`src/rtl/ttt_turn_arbiter.sv`:
```
// ttt_turn_arbiter: grants the tic-tac-toe core to one keypad per turn, turns key edges into move pulses,
// times each turn and latches the game result.
module ttt_turn_arbiter #(
    parameter int TURN_CYCLES = 50_000_000,
    parameter int LOCK_CYCLES = 4,
    parameter int CNT_W       = 32
) (
    input  logic       clk,
    input  logic       reset_n,
    input  logic [5:0] px_key,
    input  logic [5:0] po_key,
    input  logic       place_ack,
    input  logic       win_flag,
    input  logic       new_game,
    output logic       up,
    output logic       down,
    output logic       left,
    output logic       right,
    output logic       enter,
    output logic       space,
    output logic       turn_o,
    output logic       game_over,
    output logic [1:0] winner,
    output logic       forfeit
);
    typedef enum logic [1:0] {LOCK, ACTIVE, OVER} state_t;

    localparam logic [CNT_W-1:0] TURN_LAST = CNT_W'(TURN_CYCLES - 1);
    localparam logic [CNT_W-1:0] LOCK_LAST = CNT_W'(LOCK_CYCLES - 1);

    if (TURN_CYCLES < 2 || LOCK_CYCLES < 1 ||
        64'(TURN_CYCLES) > (64'(1) << CNT_W)) begin : g_param_check
        $error("ttt_turn_arbiter: TURN_CYCLES must be >= 2 and fit CNT_W, LOCK_CYCLES >= 1");
    end

    state_t           state_q, state_d;
    logic             turn_q, turn_d;
    logic [CNT_W-1:0] lock_cnt_q, lock_cnt_d;
    logic [CNT_W-1:0] timer_q, timer_d;
    logic [5:0]       hist_q, hist_d;
    logic [5:0]       pulse_q, pulse_d;
    logic [1:0]       winner_q, winner_d;
    logic             forfeit_q, forfeit_d;
    logic [5:0]       own_key, edges, pick;

    assign own_key = turn_q ? po_key : px_key;
    assign edges   = own_key & ~hist_q;
    // bit 5 (space) has the highest priority, bit 0 (up) the lowest
    assign pick = edges[5] ? 6'b100000 :
                  edges[4] ? 6'b010000 :
                  edges[3] ? 6'b001000 :
                  edges[2] ? 6'b000100 :
                  edges[1] ? 6'b000010 :
                  edges[0] ? 6'b000001 : 6'b000000;

    always_comb begin
        state_d    = state_q;
        turn_d     = turn_q;
        lock_cnt_d = lock_cnt_q;
        timer_d    = timer_q;
        hist_d     = hist_q;
        pulse_d    = 6'b0;
        winner_d   = winner_q;
        forfeit_d  = forfeit_q;
        case (state_q)
            LOCK: begin
                lock_cnt_d = lock_cnt_q + CNT_W'(1);
                timer_d    = '0;
                hist_d     = own_key;
                if (win_flag) begin
                    state_d   = OVER;
                    winner_d  = turn_q ? 2'b10 : 2'b01;
                    forfeit_d = 1'b0;
                end else if (lock_cnt_q >= LOCK_LAST && own_key == 6'b0) begin
                    state_d = ACTIVE;
                end
            end
            ACTIVE: begin
                timer_d = timer_q + CNT_W'(1);
                hist_d  = own_key;
                if (win_flag) begin
                    state_d   = OVER;
                    winner_d  = turn_q ? 2'b10 : 2'b01;
                    forfeit_d = 1'b0;
                end else if (place_ack) begin
                    state_d    = LOCK;
                    turn_d     = ~turn_q;
                    timer_d    = '0;
                    lock_cnt_d = '0;
                    hist_d     = 6'b111111;
                end else if (timer_q == TURN_LAST) begin
                    state_d   = OVER;
                    winner_d  = turn_q ? 2'b01 : 2'b10;
                    forfeit_d = 1'b1;
                end else begin
                    pulse_d = pick;
                end
            end
            OVER: begin
                hist_d = 6'b111111;
                if (new_game) begin
                    state_d    = LOCK;
                    turn_d     = 1'b0;
                    winner_d   = 2'b00;
                    forfeit_d  = 1'b0;
                    lock_cnt_d = '0;
                    timer_d    = '0;
                end
            end
            default: state_d = LOCK;
        endcase
    end

    always_ff @(posedge clk or negedge reset_n) begin
        if (!reset_n) begin
            state_q    <= LOCK;
            turn_q     <= 1'b0;
            lock_cnt_q <= '0;
            timer_q    <= '0;
            hist_q     <= 6'b111111;
            pulse_q    <= 6'b0;
            winner_q   <= 2'b00;
            forfeit_q  <= 1'b0;
        end else begin
            state_q    <= state_d;
            turn_q     <= turn_d;
            lock_cnt_q <= lock_cnt_d;
            timer_q    <= timer_d;
            hist_q     <= hist_d;
            pulse_q    <= pulse_d;
            winner_q   <= winner_d;
            forfeit_q  <= forfeit_d;
        end
    end

    assign {space, enter, right, left, down, up} = pulse_q;
    assign turn_o    = turn_q;
    assign game_over = state_q == OVER;
    assign winner    = winner_q;
    assign forfeit   = forfeit_q;
endmodule
```
`config.mk`:
```
export PLATFORM = sky130hd
export DESIGN_NAME = ttt_turn_arbiter
export DESIGN_NICKNAME = d
export VERILOG_FILES = /design/src/rtl/ttt_turn_arbiter.sv
export SDC_FILE = /design/constraint.sdc
export NUM_CORES = 1
export LEC_CHECK = 0
export CORE_ASPECT_RATIO = 1.5
export CORE_MARGIN = 3
export CORE_UTILIZATION = 54
export DETAILED_ROUTE_END_ITERATION = 16
export GPL_ROUTABILITY_DRIVEN = 0
export GPL_TIMING_DRIVEN = 1
export PLACE_DENSITY = 0.76
export SYNTH_ARGS = -nofsm -noshare
export SYNTH_HDL_FRONTEND = slang
export SYNTH_SLANG_ARGS = --single-unit
```
`constraint.sdc`:
```
create_clock -name clk -period 2.25 [get_ports clk]
set_clock_uncertainty 0.1 [all_clocks]
set_input_delay 0.45 -clock clk [delete_from_list [all_inputs] [get_ports clk]]
set_output_delay 0.45 -clock clk [all_outputs]
set_load 0.03 [all_outputs]
```
Word-level counts from Yosys, hierarchy flattened --
Cells that the tools add are included. W data, S select, Z words.
Cells by class: add/subtract/negate cells 2, $lt $le $gt $ge 1, equality and inequality tests 11, multiplexer cells 44, bitwise gates (word level) 3, reductions and logical operators 10
Operator list (count):
- $pmux W32 S3 | 2
- $mux W32 | 5
- $add A32 B1 Y32 const B | 2
- $mux W6 | 8
- $eq A32 B26 Y1 const B | 1
- $ge A32 B2 Y1 const B | 1
- $mux W2 | 13
- $pmux W6 S3 | 1
- $pmux W2 S3 | 2
- $ne A3 B3 Y1 const B | 3
- $mux W1 | 8
- $ne A2 B2 Y1 const B | 4
- $reduce_and A4 Y1 | 2
- $and A6 B6 Y6 | 1
- $logic_not A6 Y1 | 1
- $not A6 Y6 | 1
- $mux W5 | 1
- $reduce_and A5 Y1 | 1
- $mux W4 | 1
- $ne A4 B4 Y1 const B | 1
- $mux W3 | 1
- $pmux W1 S3 | 1
- $reduce_and A3 Y1 | 1
- $reduce_bool A3 Y1 | 1
- other kinds (8) | 8
Word-level totals: register bits after elaboration 82, input port bits 17, output and inout port bits 11

Longest topological paths before layout --
Gate-level depths: netlist (run 1).
depth in word-level cells 12, mapped depth 9, depth with buffers taken out 7

Worst setup path before layout (run 1) --
No wires, ideal clock.
path kind register -> register, start point register state_q[0], end point register lock_cnt_q[27], data arrival time 2.216 ns, path slack -0.144 ns, stages on the path, launching flop included 9, path buffers 1, clock period less this slack 2.394 ns, cell sequence dfrtp_1 inv_1 ha_1 nor2b_1 buf_4 a211oi_2 nand4_1 or3_1 a21oi_1
Between the ends: word-level cells in the longest chain between the ends 3, elaborated cells between the ends (all ways) 9, those cells by class 5 x eq/ne; 1 x mux; 3 x reduce/logical
Ends and longest elaborated chain:
- start: declaration | RTL line 36 | state_t state_q, state_d;
- start signal: assignment | RTL line 125 | state_q <= state_d;
- $eq A2 B2 Y1 (*)
- net game_over | RTL line 22 | output logic game_over,
- $ne A2 B2 Y1 (no line) / $reduce_bool A3 Y1 (equally long branches)
- $reduce_and A4 Y1 (no line)
- end signal: assignment | RTL line 127 | lock_cnt_q <= lock_cnt_d;
- end: declaration | RTL line 38 | logic [CNT_W-1:0] lock_cnt_q, lock_cnt_d;
The timed path passes the listed nets; every way through them passes the cells marked *. A chain may end at the register's enable or synchronous reset.

Worst setup path in the final report (run 1) --
start point register timer_q[1], end point register winner_q[0], in the netlist winner[0]
Between the ends: word-level cells in the longest chain between the ends 3
Ends and longest elaborated chain:
- start: declaration | RTL line 39 | logic [CNT_W-1:0] timer_q, timer_d;
- start signal: assignment | RTL line 128 | timer_q <= timer_d;
- $eq A32 B26 Y1 | RTL line 91 | end else if (timer_q == TURN_LAST) begin
- $ne A3 B3 Y1 (no line)
- $reduce_and A5 Y1 (no line)
- end signal: assignment | RTL line 131 | winner_q <= winner_d;
- end: declaration | RTL line 42 | logic [1:0] winner_q, winner_d;
No other way between the ends.

==> results.json, run 1 <==
{
  "via_per_inst": 5.89,
  "reg2reg_setup_slack_ns": 0.08,
  "die-area_um2": 9510,
  "core_area_um2": 8060,
  "synth.yosys.seq_area_share_pct": 45.6,
  "synth_nets": 501,
  "vias": 3886,
  "antenna_found_initial": 0,
  "end_kind": "flop",
  "drtAntennaViolNets": 0,
  "fin_tns_setup_ns": 0,
  "use_met3_pct": 2.83,
  "dpl_worst_slack_ns": -0.498,
  "synthTopCellsByCount": "dfrtp_1, nor2_1, nand2_1",
  "dp.cells": 642,
  "grt_use_total_pct": 24.6,
  "nets": 573,
  "clk_pin_slew_ns": 0.06,
  "rsz0062_at_grt": "false",
  "start_util_pct": 56.0,
  "fmax_mhz": 461,
  "synth_top_family_by_area": "simple AND/OR/NAND/NOR gates",
  "arrival_ns": 2.30,
  "yosysTopAreaCellShare_pct": 42.2,
  "ys_types": 54,
  "ir_drop_mv": 0.671,
  "min_period_over_period_pct": 96.4,
  "grt_max_degree": 52,
  "cts_tree": "yes",
  "whs_ns": 0.401,
  "cp_top_family": "simple AND/OR/NAND/NOR gates",
  "overflow": 0,
  "fin_crit_ns": 2.17,
  "synth_warnings": 0,
  "synth-xor-area-share_pct": 6.21,
  "fp-row-count": 40,
  "tightest_slew_ns": 0.433,
  "yosysTopAreaCell": "dfrtp_1",
  "p_per_area_nw_per_um2": 939,
  "met1_usage_pct": 29.0,
  "crit_path_max_fanout": 3,
  "numPortBuffers": 27,
  "clock_sinks": 82,
  "synth_edf_count": 0,
  "drv_slew": 0,
  "async_flop_share_pct": 100,
  "crit_path_start_kind": "flop",
  "hold_path_class": "flop to flop",
  "syn_area_um2": 4510,
  "synth_area_per_cell_um2": 9.44,
  "grt_use_met2_pct": 43.4,
  "synth_compound_area_share_pct": 11.3,
  "die_w_um": 80.6,
  "ios": 28,
  "yosysMostFrequentCell": "dfrtp_1",
  "dp_hpwl_um": 7820,
  "root_buffer": "clkbuf_16",
  "hold_violations": 0,
  "synth-seq-cells": 82,
  "cp_slowest_stage_delay_ns": 0.55,
  "grt_pass1_wl_um": 18600,
  "path_cells": "ha_1 > nand2_1 > or2_0 > or4_4 > a21oi_4 > mux2_1",
  "die_h_um": 118,
  "syn_to_final_growth_pct": 25.6,
  "drc": 0,
  "leakagePower_nw": 2.45,
  "p_total_mw": 5.32,
  "max-cap-violations": 0,
  "synthAdderAreaFrac_pct": 1.66,
  "cts_made_buffers": 9,
  "required_ns": 2.38,
  "diodes": 0,
  "drive_gt1_share_pct": 18.2,
  "synthMuxAreaShare_pct": 3.47,
  "fin_ws_ns": 0.0804,
  "status": "complete, no violations",
  "worstSetupPathType": "flop to flop",
  "clockBufferDepth": 2,
  "path_buf_inv": 0,
  "synth_area_leaders": "dfrtp_1, o21ai_0, xor2_1, nand4_1, nor2_1",
  "totalWireLength_um": 10800,
  "first_global_vias": 3998,
  "first_pass_iters": 4,
  "wl_per_cell_um": 16.4,
  "fin_cells": 660,
  "synthSimpleGateAreaFrac_pct": 29.1,
  "clk_latency_ns": 0.35,
  "critPathSlowestCell": "or4_4",
  "synthFlopType": "dfrtp_1",
  "max-slew-margin-rel_pct": 70.9,
  "setup_viol": 0,
  "synth_cells": 478,
  "drtIter0Drc": 152,
  "grt-busiest-layer": "met2",
  "htreeDepth": 3
}
-- metrics by stage --
step | utilization (%) | cell area (um^2)
floorplan | - | 4520
global placement | 65.1 | 5250
detailed placement | 65.1 | 5250
CTS | 69.2 | 5580
global route | 70.3 | 5670
finish | 70.3 | 5670
-- path summary, 6_finish.rpt --
path | from | endpoint | depth (start not counted)
setup reg to reg | timer_q[1] | winner[0] | 6
hold reg to reg | winner[1] | winner[1] | 1
max in group asynchronous | reset_n | lock_cnt_q[13] | 3
setup / recovery | timer_q[1] | winner[0] | 6
hold / removal | winner[1] | winner[1] | 1
min in group asynchronous | reset_n | timer_q[4] | 2
-- cells in the final DEF, fill, tap and decap left out, types with 11 or more instances in the layout --
master            n
xnor2_1          11
o21ai_0          37
a21oi_1          25
xor2_1           21
or3_1            20
nand2_1          43
nand3_1          19
nor4_1           17
nand4_1          28
dfrtp_1          75
nor3_1           11
and3_1           11
inv_1            11
clkdlybuf4s50_1  23
buf_4            50
nor2_1           44
-- final cells by class --
type / count / area, um^2
timing repair buffer: 79 / 689
fill: 610 / 2390
tap: 105 / 131
multi-input combinational: 367 / 2430
sequential: 82 / 2060
clock inverter: 3 / 65.1
clock buffer: 13 / 250
inverter: 11 / 41.3
-- cells by family after synthesis --
| group | count (synthesis) |
|---|---|
| AO/OA/AOI/OAI | 83 |
| XOR/XNOR | 32 |
| adder cells (fa/ha/maj) | 6 |
| buffers and inverters | 29 |
| flip-flops | 82 |
| multiplexers | 15 |
| AND/OR/NAND/NOR | 231 |
-- registers in the layout (all words and copies together) (netlist names) --
name and count:
pulse_q 6, lock_cnt_q 32, hist_q 6, winner 2
state_q 2, turn_o 1, timer_q 32, forfeit 1
-- repair_timing --
item | 4_1_cts | 5_1_grt
resized for setup | 4 | 14
hold buffers | 1 | 0
setup buffers | 0 | 1
pin swaps | 0 | 4
hold endpoints to repair | 25 | 0
setup endpoints to repair | 60 | 26
-- worst register-to-register path: stages (launching register included) --
cell and delay (ns):
dfrtp_1 0.38, ha_1 0.18, nand2_1 0.09, or2_0 0.25, or4_4 0.55, a21oi_4 0.17, mux2_1 0.33
-- power breakdown --
| group | switching (mW) | internal (mW) |
|---|---|---|
| sequential | 0.173 | 1.68 |
| clock | 0.572 | 1.00 |
| combinational | 1.07 | 0.819 |
| total | 1.82 | 3.50 |
-- layer usage --
metal | vias to the layer above | share of wire, %
met3 | 21 | 2.0
met2 | 55 | 55
met4 | 0 | 2.5
met5 | - | 0
met1 | 1930 | 40
li1 | 1880 | -
(Power assumes the default switching activity.)
==> inputs of run 2 (changes only) <==
--- a/config.mk
+++ b/config.mk
@@ -5,6 +5,7 @@
 export SDC_FILE = /design/constraint.sdc
 export NUM_CORES = 1
 export LEC_CHECK = 0
+export CAP_MARGIN = 10
 export CORE_ASPECT_RATIO = 1.5
 export CORE_MARGIN = 3
 export CORE_UTILIZATION = 54
@@ -12,6 +13,7 @@
 export GPL_ROUTABILITY_DRIVEN = 0
 export GPL_TIMING_DRIVEN = 1
 export PLACE_DENSITY = 0.76
+export SKIP_LAST_GASP = 1
 export SYNTH_ARGS = -nofsm -noshare
 export SYNTH_HDL_FRONTEND = slang
 export SYNTH_SLANG_ARGS = --single-unit
==> results of run 2 <==
Same layout as run 1: the final DEF is identical, and so are final timing and power.
